==> src/rtl/memory_game_sequencer.sv <==
`default_nettype none
// ============================================================================
//  Module   : memory_game_sequencer
//  Purpose  : Game-control stage of the memory-tester game. Fills a
//             pseudo-random colour sequence, shows it on four one-hot LEDs
//             paced by the timeout generator's tick, checks the player's
//             keys, and starts/stops the timeout generator.
//  Revision : 1.0  initial release
// ============================================================================
module memory_game_sequencer #(
  parameter int         MAX_LEN     = 16,
  parameter int         INPUT_TICKS = 4,
  parameter logic [7:0] FIXED_SEED  = 8'h00
) (
  input  logic                         clk,
  input  logic                         rst,
  input  logic                         start_btn,
  input  logic                         tick,
  input  logic                         key_valid,
  input  logic [1:0]                   key_code,
  output logic                         tmr_start,
  output logic                         tmr_stop,
  output logic [3:0]                   led,
  output logic [$clog2(MAX_LEN+1)-1:0] level,
  output logic                         busy,
  output logic                         win,
  output logic                         lose
);

  localparam int LW = $clog2(MAX_LEN + 1);
  localparam int IW = $clog2(MAX_LEN);
  localparam int TW = $clog2(INPUT_TICKS + 1);

  localparam logic [LW-1:0] LV_ONE    = LW'(1);
  localparam logic [LW-1:0] LV_MAX    = LW'(MAX_LEN);
  localparam logic [IW-1:0] FILL_ONE  = IW'(1);
  localparam logic [IW-1:0] FILL_LAST = IW'(MAX_LEN - 1);
  localparam logic [TW-1:0] TK_ONE    = TW'(1);
  localparam logic [TW-1:0] TK_LIMIT  = TW'(INPUT_TICKS);

  localparam logic [2:0] ST_IDLE     = 3'd0;
  localparam logic [2:0] ST_FILL     = 3'd1;
  localparam logic [2:0] ST_SHOW_ON  = 3'd2;
  localparam logic [2:0] ST_SHOW_OFF = 3'd3;
  localparam logic [2:0] ST_INPUT    = 3'd4;
  localparam logic [2:0] ST_GAP      = 3'd5;
  localparam logic [2:0] ST_WIN      = 3'd6;
  localparam logic [2:0] ST_LOSE     = 3'd7;

  logic [2:0]    state, state_next;
  logic [LW-1:0] idx, idx_next, idx_inc;
  logic [IW-1:0] fill_idx, fill_idx_next;
  logic [TW-1:0] tick_cnt, tick_cnt_next, tick_cnt_inc;
  logic [LW-1:0] level_next;
  logic [7:0]    lfsr, lfsr_next, lfsr_step;
  logic [7:0]    cnt;
  logic [7:0]    seed_pick, seed;
  logic          fill_done;
  logic          seq_we;
  logic [1:0]    seq [MAX_LEN];
  logic [1:0]    seq_cur;

  logic          tmr_start_next, tmr_stop_next, busy_next, win_next, lose_next;
  logic [3:0]    led_next;

  // Shared arithmetic: LFSR step, seed selection and index increments
  always_comb begin
    lfsr_step    = {lfsr[6:0], lfsr[7] ^ lfsr[5] ^ lfsr[4] ^ lfsr[3]};
    seed_pick    = (FIXED_SEED != 8'h00) ? FIXED_SEED : cnt;
    seed         = (seed_pick == 8'h00) ? 8'hA5 : seed_pick;
    idx_inc      = idx + LV_ONE;
    tick_cnt_inc = tick_cnt + TK_ONE;
    seq_cur      = seq[idx[IW-1:0]];
  end

  // State register, datapath registers and registered outputs
  always_ff @(posedge clk) begin
    if (!rst) begin
      state     <= ST_IDLE;
      idx       <= '0;
      fill_idx  <= '0;
      tick_cnt  <= '0;
      lfsr      <= '0;
      cnt       <= '0;
      level     <= '0;
      led       <= '0;
      busy      <= 1'b0;
      win       <= 1'b0;
      lose      <= 1'b0;
      tmr_start <= 1'b0;
      tmr_stop  <= 1'b0;
    end else begin
      state     <= state_next;
      idx       <= idx_next;
      fill_idx  <= fill_idx_next;
      tick_cnt  <= tick_cnt_next;
      lfsr      <= lfsr_next;
      cnt       <= cnt + 8'd1;
      level     <= level_next;
      led       <= led_next;
      busy      <= busy_next;
      win       <= win_next;
      lose      <= lose_next;
      tmr_start <= tmr_start_next;
      tmr_stop  <= tmr_stop_next;
    end
  end

  // Sequence storage survives reset; written only while filling
  always_ff @(posedge clk) begin
    if (rst && seq_we) begin
      seq[fill_idx] <= lfsr[1:0];
    end
  end

  // Next-state and datapath update logic
  always_comb begin
    state_next    = state;
    idx_next      = idx;
    fill_idx_next = fill_idx;
    tick_cnt_next = tick_cnt;
    lfsr_next     = lfsr;
    level_next    = level;
    fill_done     = 1'b0;
    seq_we        = 1'b0;
    unique case (state)
      ST_IDLE, ST_WIN, ST_LOSE: begin
        if (start_btn) begin
          state_next    = ST_FILL;
          lfsr_next     = seed;
          level_next    = LV_ONE;
          fill_idx_next = '0;
          idx_next      = '0;
        end
      end
      ST_FILL: begin
        seq_we        = 1'b1;
        lfsr_next     = lfsr_step;
        fill_idx_next = fill_idx + FILL_ONE;
        if (fill_idx == FILL_LAST) begin
          fill_done  = 1'b1;
          state_next = ST_SHOW_ON;
          idx_next   = '0;
        end
      end
      ST_SHOW_ON: begin
        if (tick) begin
          state_next = ST_SHOW_OFF;
        end
      end
      ST_SHOW_OFF: begin
        if (tick) begin
          if (idx_inc == level) begin
            state_next    = ST_INPUT;
            idx_next      = '0;
            tick_cnt_next = '0;
          end else begin
            state_next = ST_SHOW_ON;
            idx_next   = idx_inc;
          end
        end
      end
      ST_INPUT: begin
        // A key that ends the phase outranks a same-cycle tick; otherwise
        // the tick is still counted toward the timeout.
        if (key_valid && (key_code != seq_cur)) begin
          state_next = ST_LOSE;
        end else if (key_valid && (idx_inc == level)) begin
          if (level == LV_MAX) begin
            state_next = ST_WIN;
          end else begin
            level_next = level + LV_ONE;
            state_next = ST_GAP;
          end
        end else begin
          if (key_valid) begin
            idx_next = idx_inc;
          end
          if (tick) begin
            if (tick_cnt_inc == TK_LIMIT) begin
              state_next = ST_LOSE;
            end else begin
              tick_cnt_next = tick_cnt_inc;
            end
          end
        end
      end
      ST_GAP: begin
        if (tick) begin
          state_next = ST_SHOW_ON;
          idx_next   = '0;
        end
      end
      default: begin
        state_next = ST_IDLE;
      end
    endcase
  end

  // Output values for the coming cycle, derived from the next state
  always_comb begin
    led_next       = 4'b0000;
    busy_next      = 1'b1;
    win_next       = 1'b0;
    lose_next      = 1'b0;
    tmr_start_next = fill_done;
    tmr_stop_next  = 1'b0;
    if (state_next == ST_SHOW_ON) begin
      led_next = 4'b0001 << seq[idx_next[IW-1:0]];
    end
    if ((state_next == ST_IDLE) || (state_next == ST_WIN) || (state_next == ST_LOSE)) begin
      busy_next = 1'b0;
    end
    if (state_next == ST_WIN) begin
      win_next = 1'b1;
    end
    if (state_next == ST_LOSE) begin
      lose_next = 1'b1;
    end
    if ((state_next != state) && ((state_next == ST_WIN) || (state_next == ST_LOSE))) begin
      tmr_stop_next = 1'b1;
    end
  end

endmodule
`default_nettype wire

==> config.mk <==
export PLATFORM = sky130hd
export DESIGN_NAME = memory_game_sequencer
export DESIGN_NICKNAME = d
export VERILOG_FILES = /design/src/rtl/memory_game_sequencer.sv
export SDC_FILE = /design/constraint.sdc
export NUM_CORES = 1
export LEC_CHECK = 0
export BUFFER_PORTS_ARGS = -buffer_cell sky130_fd_sc_hd__buf_2
export CORE_MARGIN = 4
export CORE_UTILIZATION = 65
export CTS_CLUSTER_DIAMETER = 30
export CTS_CLUSTER_SIZE = 25
export DETAILED_ROUTE_END_ITERATION = 12
export HOLD_SLACK_MARGIN = 0.03
export PLACE_DENSITY = 0.94
export SLEW_MARGIN = 20
export SYNTH_ARGS = -nofsm -noshare
export SYNTH_HDL_FRONTEND = slang
export SYNTH_SLANG_ARGS = --single-unit
==> constraint.sdc <==
create_clock -name clk -period 5.38 [get_ports clk]
set_clock_uncertainty 0.15 [all_clocks]
set_input_delay 1.076 -clock clk [delete_from_list [all_inputs] [get_ports clk]]
set_output_delay 1.076 -clock clk [all_outputs]
set_load 0.05 [all_outputs]
# ---- Word level (Yosys, flattened, before mapping)
# Memory sizes are Yosys's and may differ from the RTL's. A register that Yosys moved wholly into a read port is not among the register bits.
# Index checks and enable logic that the tools add are counted.
dict set report classes {
  add_sub_neg 5
  multipliers 0
  n_div 0
  n_lt_le_gt_ge 0
  n_eq_ne 28
  shifts 1
  n_mux 47
  bitwise 3
  reduce_logical 21
}
# operator n
set ops {}
lappend ops {{2-to-1 mux 5 bit} 12}
lappend ops {{2-to-1 mux 3 bit} 16}
lappend ops {{case mux 5 bit (5 select lines)} 1}
lappend ops {{!= test 2 bit (second input constant)} 12}
lappend ops {{equality test 3 bit (second input constant)} 7}
lappend ops {{case mux 3 bit (6 select lines)} 1}
lappend ops {{2-to-1 mux 8 bit} 2}
lappend ops {{case mux 8 bit (2 select lines)} 1}
lappend ops {{adder 5 x 1 -> 5 bit (second input constant)} 2}
lappend ops {{case mux 5 bit (2 select lines)} 1}
lappend ops {{equality test 3 x 2 -> 1 bit (second input constant)} 3}
lappend ops {{adder 8 x 1 -> 8 bit (second input constant)} 1}
lappend ops {{zero test 8 bit} 1}
lappend ops {{2-to-1 mux 1 bit} 8}
lappend ops {{2-to-1 mux 4 bit} 2}
lappend ops {{case mux 4 bit (2 select lines)} 1}
lappend ops {{AND reduction 8 bit} 1}
lappend ops {{AND reduction 7 bit} 1}
lappend ops {{zero test 3 bit} 2}
lappend ops {{case mux 3 bit (2 select lines)} 1}
lappend ops {{AND reduction 2 bit} 3}
lappend ops {{nonzero test 2 bit} 3}
lappend ops {{equality test 5 bit} 1}
lappend ops {{equality test 5 bit (second input constant)} 1}
lappend ops {{14 further kinds} 21}
dict set report totals {
  ff_bits 45
  latch_bits 0
  ram_bits 32
  rom_bits 0
  input_bits 7
  output_inout_bits 14
  word_cells 120
  n_memories 1
}
# name depth width read_ports rd_clocked_by_memory_dff write_ports line
set memory_table {}
lappend memory_table {seq 16 2 2 1 1 60} ;# logic [1:0] seq [MAX_LEN];

# ---- Logic depth before layout (Yosys ltp)
# Gate-level depths: netlist of run 1.
dict set report depth {
  ltp_word 11
  depth_mapped 15
  mapped_depth_nobuf 12
}

# ---- Worst setup path after synthesis of run 1
# No wires, ideal clock.
dict set report synth_path {
  path_kind {input-to-reg}
  startpoint {in key_code[0]}
  endpoint {reg led[3]}
  setup_time_ps 120
  t_arrival_ps 3170
  required_ps 5110
  setup_slack_ps 1940
  path_stages 10
  n_path_buf 1
  path_cell_list {a21o_1 a2111oi_4 o21bai_1 a31o_1 nor2_2 buf_6 mux2_1 o211ai_1 o311ai_2 nor3b_2}
}
dict set report synth_between {
  elab_chain_len 6
  elab_cells_between_ends 10
  cone_classes {eq/ne: 2; shift: 1; mux: 4; reduce/logical: 2; memory: 1}
}
# element line
set synth_lines {}
lappend synth_lines {{start: declaration} 20} ;# input logic [1:0] key_code,
lappend synth_lines {{!= test 2 bit (*)} 166} ;# if (key_valid && (key_code != seq_cur)) begin
lappend synth_lines {{logical AND 1 bit (*)} 166}
lappend synth_lines {{2-to-1 mux 5 bit / 2-to-1 mux 3 bit (equally long branches)} 166}
lappend synth_lines {{case mux 5 bit (5 select lines) / case mux 3 bit (6 select lines) (equally long branches)} 126} ;# unique case (state)
lappend synth_lines {{memory (16 x 2 bit) / equality test 3 x 2 -> 1 bit (equally long branches)} n/a}
lappend synth_lines {{left shift 1 x 2 -> 4 bit / AND reduction 2 bit (equally long branches)} n/a}
lappend synth_lines {{end signal: assignment} 100} ;# led <= led_next;
lappend synth_lines {{end: declaration} 23} ;# output logic [3:0] led,
# Every way passes the cells marked *; elsewhere a longest branch is shown, timed or not. The select of a mux whose other input is x is not followed.
# A chain may end at the register's enable or synchronous reset.

# ---- Worst setup path in the final report of run 1
dict set report layout_path {
  startpoint {reg idx[0]}
  endpoint {reg led[3]}
}
dict set report layout_between {
  elab_chain_len 8
  elab_cells_between_ends 21
  cone_classes {add/sub: 1; eq/ne: 2; shift: 1; mux: 14; reduce/logical: 2; memory: 1}
}
# element line
set layout_lines {}
lappend layout_lines {{start: declaration} 51} ;# logic [LW-1:0] idx, idx_next, idx_inc;
lappend layout_lines {{start signal: assignment} 94} ;# idx <= idx_next;
lappend layout_lines {{adder 5 x 1 -> 5 bit} 71} ;# idx_inc = idx + LV_ONE;
lappend layout_lines {{equality test 5 bit} {153, 168}}
lappend layout_lines {{logical AND 1 bit} 168} ;# end else if (key_valid && (idx_inc == level)) begin
lappend layout_lines {{2-to-1 mux 5 bit / 2-to-1 mux 3 bit (equally long branches)} 168}
lappend layout_lines {{2-to-1 mux 5 bit / 2-to-1 mux 3 bit (equally long branches)} 166}
lappend layout_lines {{case mux 5 bit (5 select lines) / case mux 3 bit (6 select lines) (equally long branches)} 126}
lappend layout_lines {{memory (16 x 2 bit) / equality test 3 x 2 -> 1 bit (equally long branches)} n/a}
lappend layout_lines {{left shift 1 x 2 -> 4 bit / AND reduction 2 bit (equally long branches)} n/a}
# Several ways; a longest one is shown, not always the timed one. The select of a mux whose other input is x is not followed.

==> results.md, run 1 <==
* Clk pwr share at 0.376
* Total Nets Final at 496
* Die height at 90.2 microns
* Drt first-iter violations at 383
* Cts-stage hold buffer count at 0
* DR vias at 3630
* CP max FO at 19
* Top post-synthesis cells by area: edfxtp_1 (22%), dfxtp_1 (21%), nor2_1 (6.0%), nand2_1 (3.7%), ha_1 (3.1%)
* Min-delay worst type: flip-flop to flip-flop
* Critical Path Start: idx[0]
* Clock buffer depth at 2
* CTS tree: built
* Post-Syn Instances at between 400 and 500
* Setup total negative slack at 0 ps
* Drt drc at 0
* FF-to-FF path depth at 12
* Ys flop type: dfxtp_1
* Total setup buffers inserted after CTS at 0
* Global route hottest layer: met2
* Pre-antenna DRT Iters at 5
* Ant. Diodes at 0
* Leakage power total at about 1.8 nW
* Average size of a mapped cell at 9.38 sq um
* Dpl ws at 1350 ps
* Synth top area share at 0.219
* Final Cycle Share at 0.759
* Standard-cell rows at 29
* CP arrival at 4180 ps
* Dpl hpwl at 7080 microns
* Dominant cell type by area after synthesis: edfxtp_1
* Die ar. at 8130 sq um
* Final worst slack at 1300 ps
* Crit path kind: flip-flop to flip-flop
* Worst rel slew slack at 0.340
* Final Critical Period at 4080 ps
* YS warnings at 0
* Yosys cell types at 69
* Status: completed
* Fraction of layout cells with a size suffix above 1 at 0.130
* RR Endpoint: led[3]
* CP Capture Point: led[3]
* Initial antenna violation count at 0
* Initial Utilization at 0.679
* Final wirelength at 9730 microns
* Final hold vios at 0
* Skew-Pair Late Insertion Delay at ~350 ps
* Top-level I/O count at 21
* Worst Setup End Kind: flip-flop
* WP data required at roughly 5500 ps
* Routability congestion estimate at 0.954
* GRT Total Usage at 0.235
* Gr ovfl total at 0
* Switching share of total power at 0.251
* Number of flops mapped to enable cells by yosys at 32
* Register area share after synthesis at 0.424
* H-tree Lvls at 3
* Clock-pin slew on the worst setup and hold paths at ~90 ps
* Pin count of the biggest net entering global routing at 30
* Cts bufs inserted at 9
* Met1 Usage GRT at 0.310
* Number of max-cap violations at 0
* CTS root buffer: clkbuf_8
* Final setup vio count at 0
* Pins Over Slew Limit at 0
* Logic pwr share at 0.073
* Area grow syn2layout at 6.27%
* Number of global-route vias before repair at roughly 3200
* Port bufs at 20
* Flop pwr share at 0.551
* Worst r2r src: idx[0]
* FF+latch count, synth at 77
* Post-Syn Area at 4390 sq um
* Worst slew pin tran at 989 ps
* Post-synth ARST share at 0
* Switching power total at 291 uW
* Startpoint Class: flip-flop
* RSZ-0062 raised after global routing: false
* Reg2reg setup slack at 1300 ps
* PwrDens at 249 nW/um^2
* Max Freq at 245 MHz
* Via density at 6.48
* Core area at 6460 sq um
* Post-route ant nets at 0
* First-pass GRT wire length at 15400 microns
* Met3 Usage GRT at 0.0601
* Synthesized net count at around 500
* Internal at 869 uW
* Post_cts resized at 0
* Peak VDD IR at 0.266 mV
* Clk sink count at just under 80
* Met2 usage at 0.376
* Chip Width at 90.2 microns
* Drt wl/cell at 17.4 microns
## cells by family after synthesis
group           synth area share
simple gates               0.188
buf+inv                   0.0425
fa+ha+maj                 0.0314
flops                      0.424
xor+xnor                  0.0465
compound gates             0.196
mux                       0.0716
## flip-flops by register name (all words and copies together) (netlist names), 4 cells and up
name,flops
led,4
lfsr,8
seq,32
fill_idx,4
idx,5
level,5
cnt,8
## placed cells by master (no fill, tap or decap), types with 3 or more instances in the layout
| cell type | synthesis | layout |
|---|---|---|
| and3_1 | 10 | 10 |
| o21a_1 | 3 | 3 |
| dfxtp_1 | 45 | 45 |
| ha_1 | 11 | 11 |
| o21ai_0 | 25 | 25 |
| inv_1 | 14 | 14 |
| a21oi_1 | 26 | 26 |
| nand3b_1 | 4 | 4 |
| xnor2_1 | 7 | 7 |
| a32oi_1 | 4 | 4 |
| nand2_1 | 43 | 43 |
| a311oi_1 | 3 | 3 |
| mux2_1 | 6 | 6 |
| edfxtp_1 | 32 | 32 |
| o22a_1 | 4 | 4 |
| mux2_2 | 9 | 9 |
| nor3b_1 | 3 | 3 |
| a21o_1 | 3 | 3 |
| buf_2 | 2 | 20 |
| a31oi_1 | 4 | 4 |
| nor3_1 | 5 | 5 |
| nor2_1 | 70 | 70 |
| nor2b_1 | 4 | 4 |
| a22o_1 | 5 | 5 |
| nand2b_1 | 9 | 9 |
| mux2i_1 | 13 | 13 |
| nand3_1 | 13 | 13 |
| o221ai_1 | 4 | 4 |
| clkbuf_8 | 0 | 9 |
| a22oi_1 | 5 | 5 |
| xor2_1 | 11 | 11 |
| and2_1 | 4 | 4 |
| a2bb2oi_1 | 4 | 4 |
## stage by stage
stage | total power, mW | instances | instance area, sq um | utilization | hold slack (ps)
detailed placement | 0.736 | 544 | 4470 | 0.691 | 298
CTS | 1.16 | 560 | 4660 | 0.722 | 311
floorplan | 0.712 | 468 | 4390 | - | 282
global placement | 0.731 | 544 | 4470 | 0.691 | 291
global route | 1.20 | 560 | 4660 | 0.722 | 335
finish | 1.16 | 560 | 4660 | 0.722 | 308
## metal layers
metal / routed length [microns] / up-vias
met2: 4610 / 159
met5: 0 / -
met4: 162 / 0
li1: - / 1713
met1: 4160 / 1730
met3: 799 / 28
## power by group through the flow
| stage | Clock [mW] | Combinational (mW) | Sequential, mW |
|---|---|---|---|
| detailed placement | 0 | 0.0834 | 0.652 |
| finish | 0.436 | 0.0843 | 0.639 |
| CTS | 0.442 | 0.0839 | 0.639 |
| global route | 0.469 | 0.0938 | 0.641 |
| global placement | 0 | 0.0805 | 0.651 |
| floorplan | 0 | 0.0612 | 0.650 |
## area by class of cell
type,instances,area [sq um]
clock buffers,9,124
clock inverters,7,73.8
fillers,456,1800
inverters,14,52.6
multi-input cells,354,2340
flip-flops and latches,77,1860
well taps,77,96.3
repair buffers,22,115
## worst min-delay path by stage
stage            start  cells past startpoint      end  slack, ps
2_1_floorplan  lfsr[2]                      2  lfsr[2]        280
3_3_place_gp   lfsr[2]                      2  lfsr[2]        290
3_5_place_dp   lfsr[2]                      2  lfsr[2]        300
4_1_cts        lfsr[2]                      2  lfsr[2]        310
5_1_grt        lfsr[2]                      2  lfsr[2]        340
6_report       lfsr[2]                      2  lfsr[2]        310
## synth_stat cells (3+ instances only)
| master | count |
|---|---|
| nor2_1 | 70 |
| dfxtp_1 | 45 |
| nand2_1 | 43 |
| edfxtp_1 | 32 |
| a21oi_1 | 26 |
| o21ai_0 | 25 |
| inv_1 | 14 |
| mux2i_1 | 13 |
| nand3_1 | 13 |
| clkbuf_1 | 12 |
| ha_1 | 11 |
| xor2_1 | 11 |
| and3_1 | 10 |
| mux2_2 | 9 |
| nand2b_1 | 9 |
| xnor2_1 | 7 |
| buf_6 | 6 |
| mux2_1 | 6 |
| a22o_1 | 5 |
| a22oi_1 | 5 |
| nor3_1 | 5 |
| a2bb2oi_1 | 4 |
| a31oi_1 | 4 |
| a32oi_1 | 4 |
| and2_1 | 4 |
| nand3b_1 | 4 |
| nor2b_1 | 4 |
| o221ai_1 | 4 |
| o22a_1 | 4 |
| a21o_1 | 3 |
| a311oi_1 | 3 |
| buf_1 | 3 |
| nor3b_1 | 3 |
| o21a_1 | 3 |
## critical path, cell delays in order, from the launching register on
cell and delay (ps):
dfxtp_1 440, buf_4 310, mux2_1 350, o22a_1 220, a21o_1 210, a2111oi_4 540, o21bai_1 140, a31o_1 260
nor2_2 420, mux2_1 370, o211ai_1 210, o311ai_2 180, nor3b_2 190
(Power assumes the default switching activity.)
==> inputs of run 2 (changes only) <==
ABC_AREA = 1   (was not set)
CORE_UTILIZATION = 62   (was 65)
PLACE_DENSITY = 0.9   (was 0.94)
clock period = 4.28 ns   (was 5.38 ns; I/O delays follow)
==> run 2 against run 1 <==
Net effect:
- setup slack worse by 220 ps
- combinational power grew 91%
- final area grew 0.91%
- die area grew 4.3%
- total power up 32%
- non-clock buffer count is 2 higher
- critical endpoint is now led[1]
- register-to-register slack lost 220 ps
- global-route usage increased by 2.6 points
- via count rose by 14%
==> results.md, run 2 <==
* Ys flop type: dfxtp_1
* Met1 Usage GRT at 0.343
* Yosys cell types at 40
* Port bufs at 20
* Met3 Usage GRT at 0.0525
* Filler cells at around 560
* Final Critical Period at 3200 ps
* Critical path cell sequence: ha_1, nand3_1, nand2_1, nand2_1, xor2_1, nand3_2, nand2_2, nand2_2, o21ai_2, o21a_1, nand3_4, nand2_1, nand3_1, nand3_1, nand3_1, nand2_1, inv_1, nor2_1
* Hold_sp: idx[4]
* Post-synth top cells: nand2_1 (130), inv_1 (85), nand3_1 (79)
* Number of flip-flops in the largest register at 32
* Top post-synthesis cells by area: edfxtp_1 (22%), dfxtp_1 (21%), nand2_1 (11%), nand3_1 (9.0%), inv_1 (7.3%)
* Pins Over Slew Limit at 0
* Global route hottest layer: met2
* Total setup buffers inserted after CTS at 0
* Worst Setup End Kind: flip-flop
* Leakage power total at 2.11 nW
* H-tree Lvls at 3
* Gr ovfl total at 0
* Post-synth ARST share at 0
* Status: completed
* Reg2reg setup slack at about 1100 ps
* CTS tree: built
* Peak VDD IR at approximately 0.26 mV
* Pre-antenna DRT Iters at 6
* Register name with the most flops: seq
* Post_cts resized at 0
* Clk sink count at 77
* WP data required at 4440 ps
* Final hold vios at 0
* First-pass GRT wire length at about 18000 microns
* Clock buffer depth at 2
* Post-Syn Instances at 599
* Worst r2r src: idx[1]
* Final setup vio count at 0
* CTS root buffer: clkbuf_8
* YS warnings at 0
* Pin count of the biggest net entering global routing at 24
* Initial Utilization at 0.642
* Top-count cell post-synth: nand2_1
* DR vias at 4121
* Die ar. at 8480 sq um
* Critical path's slowest cell: dfxtp_1
* FF+latch count, synth at 77
* Number of global-route vias before repair at 3773
* Via density at 5.76
* CP arrival at 3360 ps
* Worst rel slew slack at 0.563
* Final worst slack at 1080 ps
* Core area at 6830 sq um
* Critical path buffers and inverters at 1
* Crit path max-delay family: simple AND/OR/NAND/NOR gates
* Setup total negative slack at 0 ps
* Register area share after synthesis at 0.425
* Standard-cell rows at 30
* Ant. Diodes at 0
* Synthesized net count at 617
* Synth top area share at 0.219
* Number of flops mapped to enable cells by yosys at 32
* WHS Path Cells at 2
* Total Nets Final at about 630
* Crit path kind: flip-flop to flip-flop
* GRT Total Usage at 0.261
* CP max FO at 17
* Skew-Pair Late Insertion Delay at between 300 and 400 ps
* Die height at 92.1 microns
* Max Freq at 312 MHz
* Post-Syn Area at 4380 sq um
* Cts-stage hold buffer count at 0
* Drt drc at 0
* Final wirelength at 10800 microns
* Initial antenna violation count at 0
* RSZ-0062 raised after global routing: false
* Dpl ws at 1140 ps
* Startpoint Class: flip-flop
* Chip Width at 92.1 microns
* Worst slew pin tran at about 650 ps
* Drt wl/cell at 15.1 microns
* Number of max-cap violations at 0
* Most frequent cells in the layout: nand2_1 (130), inv_1 (85), nand3_1 (79)
* Hold path endpoint: idx[4]
* RR Endpoint: led[1]
* Area grow syn2layout at 7.37%
* Cts bufs inserted at 9
* Dpl hpwl at roughly 7800 microns
* Min-delay worst type: flip-flop to flip-flop
* Average size of a mapped cell at 7.32 sq um
* Top-level I/O count at 21
* Post-route ant nets at 0
* Crit-path max cell delay at 600 ps
* Routability congestion estimate at 0.952
* FF-to-FF path depth at 18
* Leading cell type in the layout, fill and taps excluded: nand2_1
* Fraction of layout cells with a size suffix above 1 at 0.0935
* PwrDens at 326 nW/um^2
* Drt first-iter violations at 512
* Met2 usage at 0.420
* Final Cycle Share at 0.749
* Clock-pin slew on the worst setup and hold paths at 100 ps
* Dominant cell type by area after synthesis: edfxtp_1
* Biggest regs: seq (32), cnt (8), lfsr (8)
* Power after layout at 1.53 mW
-- run 2: changes by cell type in the layout (fill, tap and decap cells not counted), sizes merged, moves of 5 or more --
cell,before,now
nor3,5,10
inv,16,95
nand4,2,22
nand2b,9,0
nand3,13,83
xnor2,7,2
xor2,11,5
mux2,16,0
nand2,43,135
and3,11,0
a22oi,7,1
a22o,5,0
mux2i,13,0
a21oi,27,21
-- run 2: final cells by class --
cell class / instances / area (sq um) / area share
Timing Repair Buffer: 24 / 130 / 0.0277
Clock inverter: 6 / 50.0 / 0.0106
Multi-Input combinational cell: 412 / 2060 / 0.439
Tap cell: 96 / 120 / 0.0255
Inverter: 91 / 342 / 0.0726
Clock buffer: 10 / 138 / 0.0292
Sequential cell: 77 / 1860 / 0.396
-- run 2: worst max-delay path by stage --
stage	start	cells past startpoint	end
CTS	idx[1]	18	led[1]
finish	idx[1]	18	led[1]
global route	idx[1]	15	led[2]
detailed placement	idx[1]	18	led[1]
floorplan	tick	15	led[0]
global placement	idx[1]	18	led[3]
-- run 2: per-layer routing --
layer,wire (microns),vias up
li1,-,2014
met1,4800,1899
met2,4980,182
met3,804,26
met4,228,0
met5,0,-
-- run 2: power by group --
| group | switching (mW) | internal, mW | total (mW) |
|---|---|---|---|
| Sequential | 0.0303 | 0.797 | 0.827 |
| Clock | 0.310 | 0.237 | 0.546 |
| Combinational | 0.113 | 0.0484 | 0.161 |
| Total | 0.453 | 1.08 | 1.53 |
-- run 2: cell families (layout without fill, tap and decap cells) --
group / count (synthesis) / count (layout) / share of synthesized area
XOR/XNOR: 7 / 7 / 0.0140
AND/OR/NAND/NOR: 327 / 327 / 0.338
AO/OA/AOI/OAI: 67 / 67 / 0.0874
buffers and inverters: 110 / 131 / 0.104
flip-flops: 77 / 77 / 0.425
adder cells (fa/ha/maj): 11 / 11 / 0.0314
-- run 2: metrics by stage --
stage / instances / hold slack [ps] / area [sq um] / util
2_1_floorplan: 599 / 291 / 4380 / -
3_3_place_gp: 700 / 308 / 4520 / 0.661
4_1_cts: 716 / 343 / 4710 / 0.689
5_1_grt: 716 / 376 / 4710 / 0.689
3_5_place_dp: 700 / 321 / 4520 / 0.661
6_report: 716 / 350 / 4710 / 0.689
-- run 2: worst register-to-register path, stage by stage, from the launching register on --
cell and delay, ps:
dfxtp_1 600, ha_1 320, nand3_1 90, nand2_1 80, nand2_1 80, xor2_1 160
nand3_2 140, nand2_2 120, nand2_2 80, o21ai_2 60, o21a_1 310, nand3_4 260
nand2_1 130, nand3_1 100, nand3_1 110, nand3_1 80, nand2_1 120, inv_1 60
nor2_1 90
==> inputs of run 3 (changes only) <==
clock period = 3.03 ns   (was 4.28 ns; I/O delays follow)
==> run 3 against run 2 <==
Net effect:
- sequential share of layout area down 1.1 points
- via count up 2.7%
- sequential power up 41%
- critical path type unchanged
- critical endpoint is now led[2]
- largest cell class unchanged
==> results.md, run 3 (same netlist as run 2, synthesis figures left out) <==
* Pin count of the biggest net entering global routing at 23
* Final setup vio count at 0
* Biggest regs: seq (32), cnt (8), lfsr (8)
* Via density at 5.82
* Die height at 92.1 microns
* Clk sink count at just under 80
* Worst slew pin tran at ~640 ps
* CP max FO at 5
* WP data required at 3180 ps
* Final Critical Period at 2810 ps
* Top-level I/O count at 21
* Gr ovfl total at 0
* Most frequent cells in the layout: nand2_1 (128), inv_1 (83), nand3_1 (79)
* Drt wl/cell at 15.7 microns
* Dpl hpwl at 8220 microns
* Peak VDD IR at 0.341 mV
* Pins Over Slew Limit at 0
* H-tree Lvls at 3
* First-pass GRT wire length at 18700 microns
* Reg2reg setup slack at 220 ps
* Initial antenna violation count at 0
* Setup total negative slack at 0 ps
* Clock-pin slew on the worst setup and hold paths at about 90 ps
* Number of flip-flops in the largest register at 32
* RR Endpoint: led[2]
* Pre-antenna DRT Iters at 7
* Leading cell type in the layout, fill and taps excluded: nand2_1
* Startpoint Class: flip-flop
* GRT Total Usage at 0.277
* CTS root buffer: clkbuf_8
* Routability congestion estimate at 1.00
* Final wirelength at 11400 microns
* Final Cycle Share at 0.928
* Skew-Pair Late Insertion Delay at 360 ps
* Cts bufs inserted at 9
* Register name with the most flops: seq
* Post-route ant nets at 0
* Chip Width at 92.1 microns
* PwrDens at between 400 and 500 nW/um^2
* Leakage power total at 2.18 nW
* Min-delay worst type: flip-flop to flip-flop
* Power after layout at around 2.2 mW
* Final hold vios at 0
* Number of global-route vias before repair at 3957
* FF-to-FF path depth at 15
* RSZ-0062 raised after global routing: false
* Status: completed
* Port bufs at 20
* CTS tree: built
* Core area at 6830 sq um
* Filler cells at 543
* Number of max-cap violations at 0
* Drt first-iter violations at 388
* Die ar. at 8480 sq um
* CP arrival at ~3000 ps
* WHS Path Cells at 2
* DR vias at 4233
* Ant. Diodes at 0
* Worst rel slew slack at 0.568
* Max Freq at 356 MHz
* Total Nets Final at roughly 640
* Cts-stage hold buffer count at 0
* Drt drc at 0
* Worst Setup End Kind: flip-flop
* Area grow syn2layout at 10.8%
* Clock buffer depth at 2
* Crit path kind: flip-flop to flip-flop
* Fraction of layout cells with a size suffix above 1 at 0.127
* Initial Utilization at 0.642
* Hold_sp: tick_cnt[2]
* Worst r2r src: idx[1]
* Standard-cell rows at 30
* Hold path endpoint: tick_cnt[2]
[run 3: changes by cell type in the layout (fill, tap and decap cells not counted), sizes merged]
cell and change:
buf +10, inv -4, clkbuf +2, clkinvlp +2
nand3 +1
[run 3: worst max path at each step]
stage | slack [ps] | start | to
2_1_floorplan | 420 | level[0] | led[0]
3_3_place_gp | 270 | idx[0] | led[1]
3_5_place_dp | 180 | idx[0] | led[1]
4_1_cts | 130 | idx[0] | led[1]
5_1_grt | 3 | idx[1] | led[2]
6_report | 220 | idx[1] | led[2]
[run 3: final cells by class]
cell class                 instances  area [sq um]  share of cell area
inverter                          91           350              0.0722
timing repair buffer              34           209              0.0430
tap                               96           120              0.0247
multi-input combinational        413          2100               0.432
clock buffer                      12           178              0.0366
clock inverter                     4          33.8             0.00696
sequential                        77          1870               0.385
[run 3: where the power goes]
group	total [mW]	internal [mW]	switching, mW	leakage, nW
clock	0.822	0.405	0.417	0.104
sequential	1.17	1.13	0.0441	0.662
combinational	0.245	0.0748	0.170	1.42
total	2.24	1.61	0.631	2.18
[run 3: metal layers]
metal  part of all wire  routed length [microns]  GRT usage  vias to the layer above
met5                  0                        0          0                        -
met4              0.029                      326      0.135                        0
met3              0.099                     1130     0.0648                       41
met2               0.47                     5360      0.446                      266
met1               0.40                     4570      0.349                     1894
li1                   -                        -          -                     2032
[run 3: metrics by stage]
step	hold WS, ps	cells	cell area, sq um	util	setup slack [ps]
6_report	336	727	4850	0.711	217
5_1_grt	362	727	4850	0.711	2.70
4_1_cts	340	723	4780	0.700	133
3_5_place_dp	326	707	4570	0.669	184
3_3_place_gp	311	707	4570	0.669	272
2_1_floorplan	291	599	4380	-	418
[run 3: worst max-delay path, cell delays in order, from the launching register on]
cell and delay (ps):
dfxtp_2 360, ha_2 360, inv_1 70, nand2_1 60
nand4_1 80, nor2_1 130, nand3_2 140, nor2_1 240
nand2_1 110, nand3_1 100, nand2_1 50, o21ai_0 270
nand3_1 170, nor2_2 250, nand3_1 120, nor2_1 90
[run 3: what timing repair did]
item / CTS / global route
hold endpoints to repair: 0 / 0
setup endpoints to repair: 0 / 5
resized for setup: 0 / 17
setup buffers: 0 / 3
